[src/rtl/level_generator_pkg.sv]
// Shared definitions for the level generator.
//   CNT_W       : width of the hold counter
//   lvl_state_e : FSM state encoding (LOW_IDLE, HOLD_HIGH, HIGH_IDLE, HOLD_LOW)
package level_gen_pkg;
    localparam int CNT_W = 8;

    typedef enum logic [1:0] {
        LOW_IDLE  = 2'd0,
        HOLD_HIGH = 2'd1,
        HIGH_IDLE = 2'd2,
        HOLD_LOW  = 2'd3
    } lvl_state_e;
endpackage

[src/rtl/level_generator_if.sv]
// Request/status bundle of the level generator.
//   rise_req, fall_req : single-cycle requests (master -> slave)
//   level_out          : generated level
//   rising, falling    : first-cycle-of-level strobes
//   pending            : one deferred request is held
//   dropped            : a request was discarded last cycle
interface level_generator_if;
    logic rise_req;
    logic fall_req;
    logic level_out;
    logic rising;
    logic falling;
    logic pending;
    logic dropped;

    modport master (
        output rise_req, fall_req,
        input  level_out, rising, falling, pending, dropped
    );

    modport slave (
        input  rise_req, fall_req,
        output level_out, rising, falling, pending, dropped
    );
endinterface

[src/rtl/level_generator_hold_timer.sv]
// Saturating down-counter timing the minimum hold of each level.
//   clk, reset  : clock, synchronous active-high reset
//   load_i      : load load_value_i (has priority over decrement_i)
//   load_value_i: value to load
//   decrement_i : count down by one; holds at zero
//   zero_o      : counter equals zero
module hold_timer
    import level_gen_pkg::*;
(
    input  logic             clk,
    input  logic             reset,
    input  logic             load_i,
    input  logic [CNT_W-1:0] load_value_i,
    input  logic             decrement_i,
    output logic             zero_o
);
    logic [CNT_W-1:0] cnt_q, cnt_d;

    always_comb begin
        cnt_d = cnt_q;
        if (load_i)
            cnt_d = load_value_i;
        else if (decrement_i && cnt_q != '0)
            cnt_d = cnt_q - 1'b1;
    end

    always_ff @(posedge clk) begin
        if (reset) cnt_q <= '0;
        else       cnt_q <= cnt_d;
    end

    assign zero_o = (cnt_q == '0);
endmodule

[src/rtl/level_generator.sv]
// Generates a glitch-free level with minimum high/low hold times.
//   MIN_HIGH, MIN_LOW : minimum cycles the level stays high / low (1..255)
//   clk, reset        : clock, synchronous active-high reset
//   bus (slave)       : requests in, registered level and status flags out
// Every output is a flop, so requests never reach an output combinationally.
module level_generator
    import level_gen_pkg::*;
#(
    parameter int MIN_HIGH = 4,
    parameter int MIN_LOW  = 4
) (
    input  logic               clk,
    input  logic               reset,
    level_generator_if.slave   bus
);
    lvl_state_e       state_q, state_d;
    logic             level_q, level_d;
    logic             rising_q, rising_d;
    logic             falling_q, falling_d;
    logic             pending_q, pending_d;
    logic             dropped_q, dropped_d;

    logic             tmr_load, tmr_dec, tmr_zero;
    logic [CNT_W-1:0] tmr_value;

    logic             rq, fq, both, opp, same, go;

    localparam logic [CNT_W-1:0] HIGH_LOAD = CNT_W'(MIN_HIGH - 1);
    localparam logic [CNT_W-1:0] LOW_LOAD  = CNT_W'(MIN_LOW - 1);

    hold_timer u_timer (
        .clk          (clk),
        .reset        (reset),
        .load_i       (tmr_load),
        .load_value_i (tmr_value),
        .decrement_i  (tmr_dec),
        .zero_o       (tmr_zero)
    );

    // Simultaneous requests cancel each other out and count as a discard.
    assign both = bus.rise_req & bus.fall_req;
    assign rq   = bus.rise_req & ~bus.fall_req;
    assign fq   = bus.fall_req & ~bus.rise_req;
    // Direction relative to the current hold; pending always holds the
    // opposite direction, so one bit is enough to remember it.
    assign opp  = (state_q == HOLD_HIGH) ? fq : rq;
    assign same = (state_q == HOLD_HIGH) ? rq : fq;
    // At hold expiry: a pending request fires unless cancelled this cycle.
    assign go   = pending_q ? ~same : opp;

    always_comb begin
        state_d   = state_q;
        level_d   = level_q;
        rising_d  = 1'b0;
        falling_d = 1'b0;
        pending_d = pending_q;
        dropped_d = both;
        tmr_load  = 1'b0;
        tmr_value = '0;
        tmr_dec   = 1'b0;
        unique case (state_q)
            LOW_IDLE: if (rq) begin
                state_d   = HOLD_HIGH;
                level_d   = 1'b1;
                rising_d  = 1'b1;
                tmr_load  = 1'b1;
                tmr_value = HIGH_LOAD;
            end
            HIGH_IDLE: if (fq) begin
                state_d   = HOLD_LOW;
                level_d   = 1'b0;
                falling_d = 1'b1;
                tmr_load  = 1'b1;
                tmr_value = LOW_LOAD;
            end
            HOLD_HIGH, HOLD_LOW: begin
                if (pending_q && opp) dropped_d = 1'b1;
                if (!tmr_zero) begin
                    tmr_dec = 1'b1;
                    if (pending_q && same)      pending_d = 1'b0;
                    else if (!pending_q && opp) pending_d = 1'b1;
                end else begin
                    pending_d = 1'b0;
                    if (state_q == HOLD_HIGH) begin
                        if (go) begin
                            state_d   = HOLD_LOW;
                            level_d   = 1'b0;
                            falling_d = 1'b1;
                            tmr_load  = 1'b1;
                            tmr_value = LOW_LOAD;
                        end else begin
                            state_d = HIGH_IDLE;
                        end
                    end else begin
                        if (go) begin
                            state_d   = HOLD_HIGH;
                            level_d   = 1'b1;
                            rising_d  = 1'b1;
                            tmr_load  = 1'b1;
                            tmr_value = HIGH_LOAD;
                        end else begin
                            state_d = LOW_IDLE;
                        end
                    end
                end
            end
            default: state_d = LOW_IDLE;
        endcase
    end

    always_ff @(posedge clk) begin
        if (reset) begin
            state_q   <= LOW_IDLE;
            level_q   <= 1'b0;
            rising_q  <= 1'b0;
            falling_q <= 1'b0;
            pending_q <= 1'b0;
            dropped_q <= 1'b0;
        end else begin
            state_q   <= state_d;
            level_q   <= level_d;
            rising_q  <= rising_d;
            falling_q <= falling_d;
            pending_q <= pending_d;
            dropped_q <= dropped_d;
        end
    end

    assign bus.level_out = level_q;
    assign bus.rising    = rising_q;
    assign bus.falling   = falling_q;
    assign bus.pending   = pending_q;
    assign bus.dropped   = dropped_q;
endmodule

[src/flat_wrapper.sv]
// flat-port wrapper written by rule: the top's interface ports become plain ports
module level_generator_flat import level_gen_pkg::*;
#(
    parameter int MIN_HIGH = 4,
    parameter int MIN_LOW  = 4
)
  (clk, reset, bus_rise_req, bus_fall_req, bus_level_out, bus_rising, bus_falling, bus_pending, bus_dropped);
  level_generator_if bus_i ();
  input  logic clk;
  input  logic reset;
  input wire logic [$bits(bus_i.rise_req)-1:0] bus_rise_req;
  input wire logic [$bits(bus_i.fall_req)-1:0] bus_fall_req;
  output wire logic [$bits(bus_i.level_out)-1:0] bus_level_out;
  output wire logic [$bits(bus_i.rising)-1:0] bus_rising;
  output wire logic [$bits(bus_i.falling)-1:0] bus_falling;
  output wire logic [$bits(bus_i.pending)-1:0] bus_pending;
  output wire logic [$bits(bus_i.dropped)-1:0] bus_dropped;
  assign bus_i.rise_req = bus_rise_req;
  assign bus_i.fall_req = bus_fall_req;
  assign bus_level_out = bus_i.level_out;
  assign bus_rising = bus_i.rising;
  assign bus_falling = bus_i.falling;
  assign bus_pending = bus_i.pending;
  assign bus_dropped = bus_i.dropped;
  level_generator #(.MIN_HIGH(MIN_HIGH), .MIN_LOW(MIN_LOW)) u_core (.clk(clk), .reset(reset), .bus(bus_i));
endmodule
[config.mk]
export PLATFORM = sky130hd
export DESIGN_NAME = level_generator_flat
export DESIGN_NICKNAME = d
export VERILOG_FILES = /design/src/rtl/level_generator_pkg.sv /design/src/rtl/level_generator_if.sv /design/src/rtl/level_generator_hold_timer.sv /design/src/rtl/level_generator.sv /design/src/flat_wrapper.sv
export SDC_FILE = /design/constraint.sdc
export NUM_CORES = 1
export LEC_CHECK = 0
export BUFFER_PORTS_ARGS = -buffer_cell sky130_fd_sc_hd__buf_2
export CORE_MARGIN = 1
export CORE_UTILIZATION = 35
export CTS_CLUSTER_SIZE = 12
export DETAILED_ROUTE_END_ITERATION = 10
export PLACE_DENSITY_LB_ADDON = 0.3
export SKIP_CTS_REPAIR_TIMING = 1
export SLEW_MARGIN = 25
export SYNTH_ARGS = -nofsm -noshare
export SYNTH_HDL_FRONTEND = slang
export SYNTH_SLANG_ARGS = --single-unit
[constraint.sdc]
create_clock -name clk -period 3.6 [get_ports clk]
set_clock_uncertainty 0.05 [all_clocks]
set_input_delay 0.72 -clock clk [delete_from_list [all_inputs] [get_ports clk]]
set_output_delay 0.72 -clock clk [all_outputs]
set_load 0.02 [all_outputs]
=== After elaboration in Yosys (flattened, before gate mapping) ===
Index checks and enable logic that the tools add are counted.

* Flip-flop bits (word level): 15
* Input port bits: 4
* Output and inout port bits: 5
* Word-level logic and storage cells: 77

* $add $sub $neg: 1
* Equality and inequality tests: 7
* Muxes and demuxes: 42
* Bitwise logic cells: 6
* Reduce and logical (&&, ||, !) cells: 14

{| class="wikitable"
|+ Operators by type and width
! cell !! count
|-
| two-way mux 1 bit || 26
|-
| two-way mux 8 bit || 3
|-
| one-hot mux 8 bit (3 select lines) || 1
|-
| two-way mux 2 bit || 7
|-
| logical NOT 8 bit || 1
|-
| != test 2 x 1 -> 1 bit, second input constant || 4
|-
| nonzero test 8 bit || 1
|-
| subtractor 8 x 1 -> 8 bit, second input constant || 1
|-
| one-hot mux 1 bit (3 select lines) || 2
|-
| one-hot mux 2 bit (3 select lines) || 1
|-
| equality test 2 bit, second input constant || 2
|-
| logical AND 1 bit || 4
|-
| one-hot mux 1 bit (2 select lines) || 2
|-
| AND reduction 4 bit || 1
|-
| bitwise AND 1 bit || 3
|-
| NOT 1 bit || 3
|-
| AND reduction 3 bit || 1
|-
| nonzero test 3 bit || 1
|-
| equality test 2 x 1 -> 1 bit, second input constant || 1
|-
| logical NOT 2 bit || 1
|-
| AND reduction 2 bit || 1
|-
| nonzero test 2 bit || 1
|-
| OR reduction 2 bit || 1
|-
| logical NOT 1 bit || 1
|}

=== Logic depth before layout (Yosys ltp) ===
Gate-level depths: netlist (run 1).

* Depth in word-level cells: 9
* Depth in mapped cells: 7
* Mapped depth without buffers: 7

=== Hierarchy ===
A second synthesis (run 1) with hierarchy kept.

* Cells, all modules: 120
* Area total of the unflattened synthesis: 1047.3 um2

{| class="wikitable"
|+ Modules (own cells, without submodules)
! module !! times used !! cells each !! area each (um2) !! sequential area each (um2)
|-
| level_generator || 1 || 61 || 531.8 || 140.1
|-
| hold_timer || 1 || 59 || 515.5 || 160.2
|}

=== Least setup slack after synthesis (run 1) ===
No wires, ideal clock.

* Kind: in2reg
* Start point: input port bus_fall_req
* End point: register u_core.level_q (netlist: u_core.bus.level_out)
* Library setup time: 0.121 ns
* Arrival: 1.823 ns
* Data required time: 3.429 ns
* Setup slack: 1.606 ns
* Stages: 5
* Path buffers: 0
* Path through: or3b_2 -> o21ai_0 -> mux2_2 -> o21bai_1 -> mux2_2

* Longest elaborated chain between the ends: 7
* Elaborated cells between the ends (all ways): 11
* Classes of those cells: eq/ne (3); mux (3); bitwise (4); reduce/logical (1)

{| class="wikitable"
|+ RTL lines
! element !! RTL line !! source
|-
| start: declaration || flat_wrapper.sv:12 || <nowiki>input wire logic [$bits(bus_i.fall_req)-1:0] bus_fall_req;</nowiki>
|-
| NOT 1 bit || level_generator.sv:42 || <nowiki>assign rq = bus.rise_req & ~bus.fall_req;</nowiki>
|-
| bitwise AND 1 bit || level_generator.sv:42 ||
|-
| two-way mux 1 bit || level_generator.sv:47 || <nowiki>assign same = (state_q == HOLD_HIGH) ? rq : fq;</nowiki>
|-
| NOT 1 bit || level_generator.sv:49 || <nowiki>assign go = pending_q ? ~same : opp;</nowiki>
|-
| two-way mux 1 bit || level_generator.sv:49 ||
|-
| != test 2 x 1 -> 1 bit (no source line) || - ||
|-
| AND reduction 4 bit (no source line) * || - ||
|-
| end signal: assignment || level_generator.sv:121 || <nowiki>level_q <= level_d;</nowiki>
|-
| end: declaration || level_generator.sv:17 || <nowiki>logic level_q, level_d;</nowiki>
|}

Mark *: on every way between the ends. The rest lies on a longest branch, timed or not.
A chain may end at the register's enable or synchronous reset.

=== Final worst setup path (run 1) ===
* Start point: register u_core.state_q[1]
* End point: register u_core.u_timer.cnt_q[2]

* Longest elaborated chain between the ends: 8
* Elaborated cells between the ends (all ways): 17
* Classes of those cells: eq/ne (3); mux (9); bitwise (1); reduce/logical (4)

{| class="wikitable"
|+ RTL lines
! element !! RTL line !! source
|-
| start: declaration || level_generator.sv:16 || <nowiki>lvl_state_e state_q, state_d;</nowiki>
|-
| start signal: assignment || level_generator.sv:120 || <nowiki>state_q <= state_d;</nowiki>
|-
| equality test 2 x 1 -> 1 bit || - ||
|-
| two-way mux 1 bit || level_generator.sv:47 ||
|-
| NOT 1 bit || level_generator.sv:49 ||
|-
| two-way mux 1 bit || level_generator.sv:49 ||
|-
| two-way mux 1 bit || level_generator.sv:85, level_generator.sv:95 ||
|-
| two-way mux 1 bit || level_generator.sv:78 || <nowiki>if (!tmr_zero) begin</nowiki>
|-
| one-hot mux 1 bit (3 select lines) || level_generator.sv:61 || <nowiki>unique case (state_q)</nowiki>
|-
| two-way mux 8 bit / nonzero test 2 bit (equally long branches) || - ||
|-
| end signal: assignment || level_generator_hold_timer.sv:29 || <nowiki>else cnt_q <= cnt_d;</nowiki>
|-
| end: declaration || level_generator_hold_timer.sv:17 || <nowiki>logic [CNT_W-1:0] cnt_q, cnt_d;</nowiki>
|}

Parallel ways exist; a longest one is shown, timed or not.

==> flow_summary.toml, run 1 <==
[floorplan]
io_pins = 9
die_x_um = 52.4
die_h_um = 52.4
core.rowCount = 17
die-area_um2 = 2740
coreArea_um2 = 2300
initial_core_util_pct = 38.7

[setup_path]
crit_path_start_kind = "flip-flop"
crit_slowest_cell = "or3b_2"
critical_path.top_delay_family = "simple AND/OR/NAND/NOR gates"
r2r_start = "u_core.state_q[1]"
cp_max_fo = 6
endpoint_kind = "flip-flop"
r2r_slack_ns = 1.45
path_cells = "inv_1 > ha_1 > or3b_2 > o21ai_0 > mux2_2 > a311o_1 > nor2_1"
slowest_delay_ns = 0.45
worst-setup-path-type = "flip-flop to flip-flop"
worstRegToRegCells = 7
critPathBufInv = 1
crit_arrival_ns = 2.27
reg2reg_to = "u_core.u_timer.cnt_q[2]"
worstPathRequired_ns = 3.72

[power_and_ir_drop]
p_sw_share_pct = 44.1
ir_worst_vdd_mv = 0.359
share_seq_of_total_power_pct = 31.0
switchingPower_uw = 369
power.density_nw_per_um2 = 848
leakage_nw = 0.394
combPwrFrac_pct = 57.7
cell_internal_pwr_uw = 467
clockPowerShare_pct = 11.3

[yosys]
syn_nets = 111
avgSynthCellArea_um2 = 8.88
async_reset_ff_share_pct = 0
synth_area_um2 = 888
ys_seq_area_share_pct = 33.8
synth.ff_latch_count = 15
synth_cells = 100
synth_edf_count = 0
ys.flop_type = "dfxtp_1"
yosysUniqueCellTypes = 34
ys_warn_count = 0

[routing]
wl_mm = 1.63
avgViaCountPerCell = 5.15
ant_nets = 0
firstDrtPassIters = 4
vias = 716
wl_per_cell_um = 11.7
drc = 0
first_iter_violations = 5

[clock_tree]
cts_sinks = 15
cts_tree = "built"
h-tree-depth = 1
cts_buffers = 3
clock_path_buffers = 2
clk_latency_ns = 0.28
ctsRootBufferMaster = "clkbuf_4"
clk_pin_slew_worst_paths_ns = 0.09

[global_routing]
grt_pass1_vias = 708
antenna_found_initial = 0
grt_usage_pct = 14.8
grt-ovfl-total = 0
grt_pass1_wl_mm = 2.99
grt_max_degree = 12

[sta]
tightest_slew_ns = 0.500
fmax_mhz = 465
period_minus_slack_ns = 2.15
rsz0062_at_grt = "false"
final-hold-violation-count = 0
relSlewSlack_pct = 66.4
period_share_pct = 59.7
tns_ns = 0
report.final.slew_viol_count = 0
setup_viol = 0

[cells_and_area]
fin_cells = 139
final_common_cell = "dfxtp_1"
diodes = 0
drive_above_1_share_pct = 18.0
final_cell_mix = "dfxtp_1 (15), nor2_1 (12), nand2_1 (9)"
nNetsFinal = 123
area_growth_pct = 11.0

[hold_path]
min_from = "u_core.u_timer.cnt_q[3]"
min_to = "u_core.u_timer.cnt_q[3]"
hold_path_depth = 2
hold_class = "flip-flop to flip-flop"

[place]
place.gp.congestion = 0.747
io_buffers = 8
placed_cells = 135
post-dp-hpwl_mm = 1.29

[job]
drv_cap = 0

[status]
status = "complete, no violations"
-- worst max path at each step --
stage               cells after the start  slack (ns)                      end               from
global placement                        6        1.38  u_core.u_timer.cnt_q[7]       bus_fall_req
global route                            7        1.22  u_core.u_timer.cnt_q[7]  u_core.state_q[1]
floorplan                               5        1.61     u_core.bus.level_out       bus_fall_req
detailed placement                      6        1.33  u_core.u_timer.cnt_q[2]       bus_fall_req
CTS                                     7        1.44  u_core.u_timer.cnt_q[2]  u_core.state_q[1]
finish                                  7        1.45  u_core.u_timer.cnt_q[2]  u_core.state_q[1]
-- worst register-to-register path: cells and delay by family (launching register included) --
kind	cells	cell delay, ns
AO/OA/AOI/OAI	2	0.42
flip-flops	1	0.41
multiplexers	1	0.26
buffers and inverters	1	0.12
AND/OR/NAND/NOR	2	0.53
adder cells (fa/ha/maj)	1	0.24
-- cell families (layout without fill, tap and decap cells) --
| logic type | count (synthesis) | count (layout) | synth area share (%) |
|---|---|---|---|
| AO/OA/AOI/OAI | 22 | 22 | 18.0 |
| AND/OR/NAND/NOR | 41 | 41 | 26.2 |
| adder cells (fa/ha/maj) | 7 | 7 | 9.86 |
| multiplexers | 3 | 3 | 3.66 |
| flip-flops | 15 | 15 | 33.8 |
| buffers and inverters | 6 | 17 | 2.54 |
| XOR/XNOR | 6 | 6 | 5.92 |
-- cells in the mapped netlist (all sizes together), types with 4 or more instances --
cell    n  area (µm²)
o21ai   5        25.0
a21oi   8        51.3
xor2    5        43.8
nor2   12        45.0
ha      7        87.6
nor3    4        20.0
dfxtp  15         300
inv     5        18.8
nand2   9        33.8
-- sequential cells by signal (all words and copies together) (netlist names) --
name / flops
u_core.bus.dropped: 1
u_core.bus.falling: 1
u_core.bus.level_out: 1
u_core.bus.pending: 1
u_core.bus.rising: 1
u_core.state_q: 2
u_core.u_timer.cnt_q: 8
-- cell type report --
class                           count  area, µm²
Fill cell                         248       1310
Clock buffer                        4       26.3
Inverter                            5       18.8
Timing Repair Buffer                8       40.0
Tap cell                           28       35.0
Multi-Input combinational cell     79        566
Sequential cell                    15        300
-- power by group through the flow --
stage                     logic, mW  registers [mW]  clock network (mW)
after floorplan               0.391           0.265                   0
after global placement        0.478           0.262                   0
after detailed placement      0.484           0.265                   0
after CTS                     0.487           0.262               0.100
after global routing          0.547           0.268               0.106
final                         0.482           0.260              0.0945
-- per-layer routing --
metal | up-vias | part of all wire, % | track usage, %
met5 | - | 0 | 0
met2 | 16 | 46 | 23.8
met4 | 0 | 2.3 | 8.33
met3 | 4 | 3.5 | 3.48
met1 | 320 | 48 | 17.7
li1 | 376 | - | -
-- through the flow --
step           utilization, %  power, mW  cell area (µm²)  setup WS (ns)  hold WS (ns)
4_1_cts                  42.9      0.849              986           1.44         0.489
2_1_floorplan               -      0.656              888           1.61         0.449
6_report                 42.9      0.836              986           1.45         0.484
3_5_place_dp             41.8      0.750              960           1.33         0.474
3_3_place_gp             41.8      0.740              960           1.38         0.475
5_1_grt                  42.9      0.921              986           1.22         0.532
Note: power is estimated with default switching activity, not from simulation.
==> inputs of run 2 (changes only) <==
--- a/config.mk
+++ b/config.mk
@@ -5,6 +5,7 @@
 export SDC_FILE = /design/constraint.sdc
 export NUM_CORES = 1
 export LEC_CHECK = 0
+export ABC_AREA = 1
 export BUFFER_PORTS_ARGS = -buffer_cell sky130_fd_sc_hd__buf_2
 export CORE_MARGIN = 1
 export CORE_UTILIZATION = 35
==> constraint.sdc (replaced) <==
create_clock -name clk -period 2.12 [get_ports clk]
set_clock_uncertainty 0.05 [all_clocks]
set_input_delay 0.424 -clock clk [delete_from_list [all_inputs] [get_ports clk]]
set_output_delay 0.424 -clock clk [all_outputs]
set_load 0.02 [all_outputs]
==> flow_summary.toml, run 2 <==
[yosys]
yosysUniqueCellTypes = 21
synth_simple_gate_area_share_pct = 37.7
synthXorXnorAreaFrac_pct = 6.68
synth.area.top_cells = "dfxtp_1 (33%), ha_1 (9.5%), nand2_1 (9.4%)"
muxShareOfSynthArea_pct = 0
ys.flop_type = "dfxtp_1"
synth_common_cells = "nand2_1 (23), inv_1 (16), dfxtp_1 (15), nor2_1 (15)"
syn_nets = 132
synth_top_family_by_area = "simple AND/OR/NAND/NOR gates"
synth_cells = 121
ys_seq_area_share_pct = 32.7
synth-compound-area-share_pct = 6.81
synth_area_um2 = 918
synth_edf_count = 0
ys_warn_count = 0
post-synth-top-count-cell = "nand2_1"
avgSynthCellArea_um2 = 7.59
synth_fa_ha_area_share_pct = 9.54
synth_top_area_share_pct = 32.7
async_reset_ff_share_pct = 0
synth.ff_latch_count = 15
synth_top_area_cell = "dfxtp_1"

[sta]
relSlewSlack_pct = 85.3
final-hold-violation-count = 0
fmax_mhz = 590
setup_viol = 0
tns_ns = 0
tightest_slew_ns = 0.218
rsz0062_at_grt = "false"
period_share_pct = 80.0
report.final.slew_viol_count = 0
period_minus_slack_ns = 1.70

[setup_path]
endpoint_kind = "flip-flop"
worstPathRequired_ns = 2.29
crit_arrival_ns = 1.86
r2r_start = "u_core.state_q[1]"
worst-setup-path-type = "flip-flop to flip-flop"
path_cells = "inv_1 > ha_1 > nor2_4 > inv_1 > nand4_2 > nand2_2 > nand2_4 > nand2_4 > nor2_1"
cp_max_fo = 6
crit_path_start_kind = "flip-flop"
r2r_slack_ns = 0.42
slowest_delay_ns = 0.40
reg2reg_to = "u_core.u_timer.cnt_q[4]"
crit_slowest_cell = "dfxtp_1"
worstRegToRegCells = 9

[floorplan]
die_h_um = 53.2
initial_core_util_pct = 37.1
coreArea_um2 = 2480
core.rowCount = 18
die-area_um2 = 2830
io_pins = 9
die_x_um = 53.2

[cells_and_area]
top_regs = "u_core.u_timer.cnt_q: 8 flops, u_core.state_q: 2 flops"
largest_reg_flops = 8
top_register = "u_core.u_timer.cnt_q"
diodes = 0
final_cell_mix = "nand2_1 (23), inv_1 (16), nor2_1 (15), dfxtp_1 (15)"
area_growth_pct = 11.3
fin_cells = 163
final_common_cell = "nand2_1"
nNetsFinal = 145
drive_above_1_share_pct = 17.3

[clock_tree]
clk_latency_ns = 0.29
clock_path_buffers = 2
clk_pin_slew_worst_paths_ns = 0.10
h-tree-depth = 1
cts_tree = "built"
cts_buffers = 3
ctsRootBufferMaster = "clkbuf_4"
cts_sinks = 15

[routing]
wl_mm = 1.65
wl_per_cell_um = 10.1
avgViaCountPerCell = 4.71
vias = 768
firstDrtPassIters = 3
first_iter_violations = 4
drc = 0
ant_nets = 0

[global_routing]
grt_max_degree = 11
antenna_found_initial = 0
grt_usage_pct = 13.7
grt-ovfl-total = 0
grt_pass1_wl_mm = 2.71
grt_pass1_vias = 627

[hold_path]
hold_class = "input pin to flip-flop"
min_to = "u_core.bus.dropped"
hold_path_depth = 2
min_from = "reset"

[status]
status = "complete, no violations"

[power_and_ir_drop]
power.density_nw_per_um2 = 1510
p_sw_share_pct = 49.2
clockPowerShare_pct = 11.0
share_seq_of_total_power_pct = 27.4
combPwrFrac_pct = 61.6
ir_worst_vdd_mv = 0.830
switchingPower_uw = 757
cell_internal_pwr_uw = 782
leakage_nw = 0.501

[job]
drv_cap = 0

[place]
placed_cells = 159
post-dp-hpwl_mm = 1.27
place.gp.congestion = 0.828
io_buffers = 8
## run 2: power by group through the flow
stage	logic (mW)	clock network [mW]	registers, mW
floorplan	0.786	0	0.437
detailed placement	0.947	0	0.428
finish	0.949	0.169	0.421
CTS	0.955	0.174	0.421
global placement	0.945	0	0.423
global route	1.07	0.188	0.433
## run 2: cells by family (layout without fill, tap and decap cells)
| family | count (synthesis) | in the layout |
|---|---|---|
| AND/OR/NAND/NOR | 64 | 64 |
| buffers and inverters | 16 | 28 |
| flip-flops | 15 | 15 |
| AO/OA/AOI/OAI | 12 | 12 |
| adder cells (fa/ha/maj) | 7 | 7 |
| XOR/XNOR | 7 | 7 |
## run 2: worst max path at each step
| stage | start | endpoint | slack (ns) | depth (start not counted) |
|---|---|---|---|---|
| global route | u_core.state_q[1] | u_core.u_timer.cnt_q[4] | 0.28 | 9 |
| detailed placement | u_core.state_q[1] | u_core.u_timer.cnt_q[4] | 0.49 | 9 |
| floorplan | u_core.state_q[1] | u_core.u_timer.cnt_q[3] | 0.66 | 9 |
| finish | u_core.state_q[1] | u_core.u_timer.cnt_q[4] | 0.42 | 9 |
| global placement | u_core.state_q[1] | u_core.u_timer.cnt_q[5] | 0.57 | 9 |
| CTS | u_core.state_q[1] | u_core.u_timer.cnt_q[4] | 0.43 | 9 |
## run 2: metal layers
metal / wire length [µm] / track usage (%) / vias to the layer above
met5: 0 / 0 / -
met3: 55 / 3.16 / 2
met4: 15 / 8.33 / 0
met1: 828 / 18.4 / 355
met2: 748 / 19.4 / 7
li1: - / - / 404
## run 2: area by class of cell
type	count	area (µm²)
sequential	15	300
clock buffer	4	26.3
inverter	16	60.1
timing repair buffer	8	40.0
fill	262	1460
tap	30	37.5
multi-input combinational	90	558
## run 2: worst max-delay path: cells and delay by family, from the launching register on
family | cells | cell delay (ns)
simple gates | 6 | 0.65
flops | 1 | 0.40
buf+inv | 2 | 0.25
fa+ha+maj | 1 | 0.27
## run 2: stage by stage
stage                     utilization (%)  power (mW)  instance area [µm²]  hold WS, ns  setup WS [ns]
after global routing                 41.3        1.69                 1020        0.347          0.282
after detailed placement             40.2        1.37                  996        0.426          0.490
after floorplan                         -        1.22                  918        0.441          0.655
final                                41.3        1.54                 1020        0.340          0.425
after CTS                            41.3        1.55                 1020        0.335          0.430
after global placement               40.2        1.37                  996        0.412          0.574
==> inputs of run 3 (changes only) <==
==> constraint.sdc (replaced) <==
create_clock -name clk -period 1.6 [get_ports clk]
set_clock_uncertainty 0.05 [all_clocks]
set_input_delay 0.32 -clock clk [delete_from_list [all_inputs] [get_ports clk]]
set_output_delay 0.32 -clock clk [all_outputs]
set_load 0.02 [all_outputs]
==> flow_summary.toml, run 3 (synthesized netlist as in run 2, its figures left out) <==
[global_routing]
grt_pass1_wl_mm = 2.95
grt_pass1_vias = 708
grt_max_degree = 11
antenna_found_initial = 0
grt_usage_pct = 14.5
grt-ovfl-total = 0

[cells_and_area]
top_register = "u_core.u_timer.cnt_q"
final_common_cell = "nand2_1"
fin_cells = 166
nNetsFinal = 148
area_growth_pct = 14.8
diodes = 0
final_cell_mix = "nand2_1 (23), inv_1 (15), nor2_1 (15)"
post-route-util_pct = 42.6
top_regs = "u_core.u_timer.cnt_q: 8 flops, u_core.state_q: 2 flops"
drive_above_1_share_pct = 22.8
design_area_um2 = 1050
largest_reg_flops = 8

[place]
dpl_cell_area_um2 = 1020
io_buffers = 8
place.gp.congestion = 0.830
pre_cts_slack_ns = 0.0643
post-dp-hpwl_mm = 1.31
placed_cells = 162

[sta]
report.final.slew_viol_count = 0
fmax_mhz = 668
relSlewSlack_pct = 86.5
tightest_slew_ns = 0.201
setup_viol = 0
whs_ns = 0.241
rsz0062_at_grt = "false"
setup_ws_ns = 0.103
final-hold-violation-count = 0
tns_ns = 0
period_minus_slack_ns = 1.50
period_share_pct = 93.6

[floorplan]
initial_core_util_pct = 37.1
coreArea_um2 = 2480
core.rowCount = 18
die_h_um = 53.2
die-area_um2 = 2830
die_x_um = 53.2
io_pins = 9

[setup_path]
crit_slowest_cell = "dfxtp_1"
path_cells = "buf_4 > ha_1 > nor2_4 > inv_2 > nand4_2 > nand2_2 > nand2_4 > nand2_4 > nor2_1"
endpoint_kind = "flip-flop"
crit_path_start_kind = "flip-flop"
r2r_start = "u_core.state_q[1]"
worstSetupStartpoint = "u_core.state_q[1]"
cp_max_fo = 6
crit_arrival_ns = 1.68
worstPathRequired_ns = 1.78
slowest_delay_ns = 0.32
worst-setup-path-type = "flip-flop to flip-flop"
critPathBufInv = 2
critical_path.top_delay_family = "simple AND/OR/NAND/NOR gates"
cpMostUsedCell = "nand2_4"

[routing]
wl_mm = 1.70
first_iter_violations = 13
drc = 0
wl_per_cell_um = 10.3
avgViaCountPerCell = 4.67
ant_nets = 0
vias = 776
firstDrtPassIters = 4

[power_and_ir_drop]
power.density_nw_per_um2 = 1990
total_power_mw = 2.09
ir_worst_vdd_mv = 0.930
leakage_nw = 0.520

[hold_path]
min_from = "reset"
hold_class = "input pin to flip-flop"

[status]
status = "complete, no violations"

[clock_tree]
clk_latency_ns = 0.29
cts_sinks = 15
cts_buffers = 3
ctsRootBufferMaster = "clkbuf_4"
h-tree-depth = 1
clk_pin_slew_worst_paths_ns = 0.10
clock_path_buffers = 2
cts_tree = "built"

[job]
drv_cap = 0
run 3: power by group:
group          internal (mW)  switching [mW]
Sequential             0.478          0.0736
Clock                 0.0929           0.135
Combinational          0.495           0.819
run 3: final timing paths:
path / end / slack (ns) / depth (start not counted)
max reg2reg: u_core.u_timer.cnt_q[4] / 0.10 / 9
min: u_core.state_q[0] / 0.24 / 2
max: u_core.u_timer.cnt_q[4] / 0.10 / 9
min reg2reg: u_core.bus.level_out / 0.45 / 2
run 3: cell type report:
class | count | area, µm²
Timing Repair Buffer | 11 | 62.6
Tap cell | 30 | 37.5
Fill cell | 258 | 1420
Sequential cell | 15 | 302
Clock buffer | 3 | 22.5
Multi-Input combinational cell | 90 | 566
Clock inverter | 1 | 5.00
Inverter | 16 | 60.1
run 3: worst reg2reg max path, stage by stage, from the launching register on:
cell and delay (ns):
dfxtp_1 0.32, buf_4 0.14, ha_1 0.21, nor2_4 0.21
inv_2 0.09, nand4_2 0.12, nand2_2 0.07, nand2_4 0.08
nand2_4 0.07, nor2_1 0.09
run 3: metal layers:
metal  GRT usage (%)  wire length [µm]  vias up
met5               0                 0        -
met4            8.33                33        0
met3            2.59                43        4
met2            21.5               783       11
met1            19.3               843      349
li1                -                 -      412
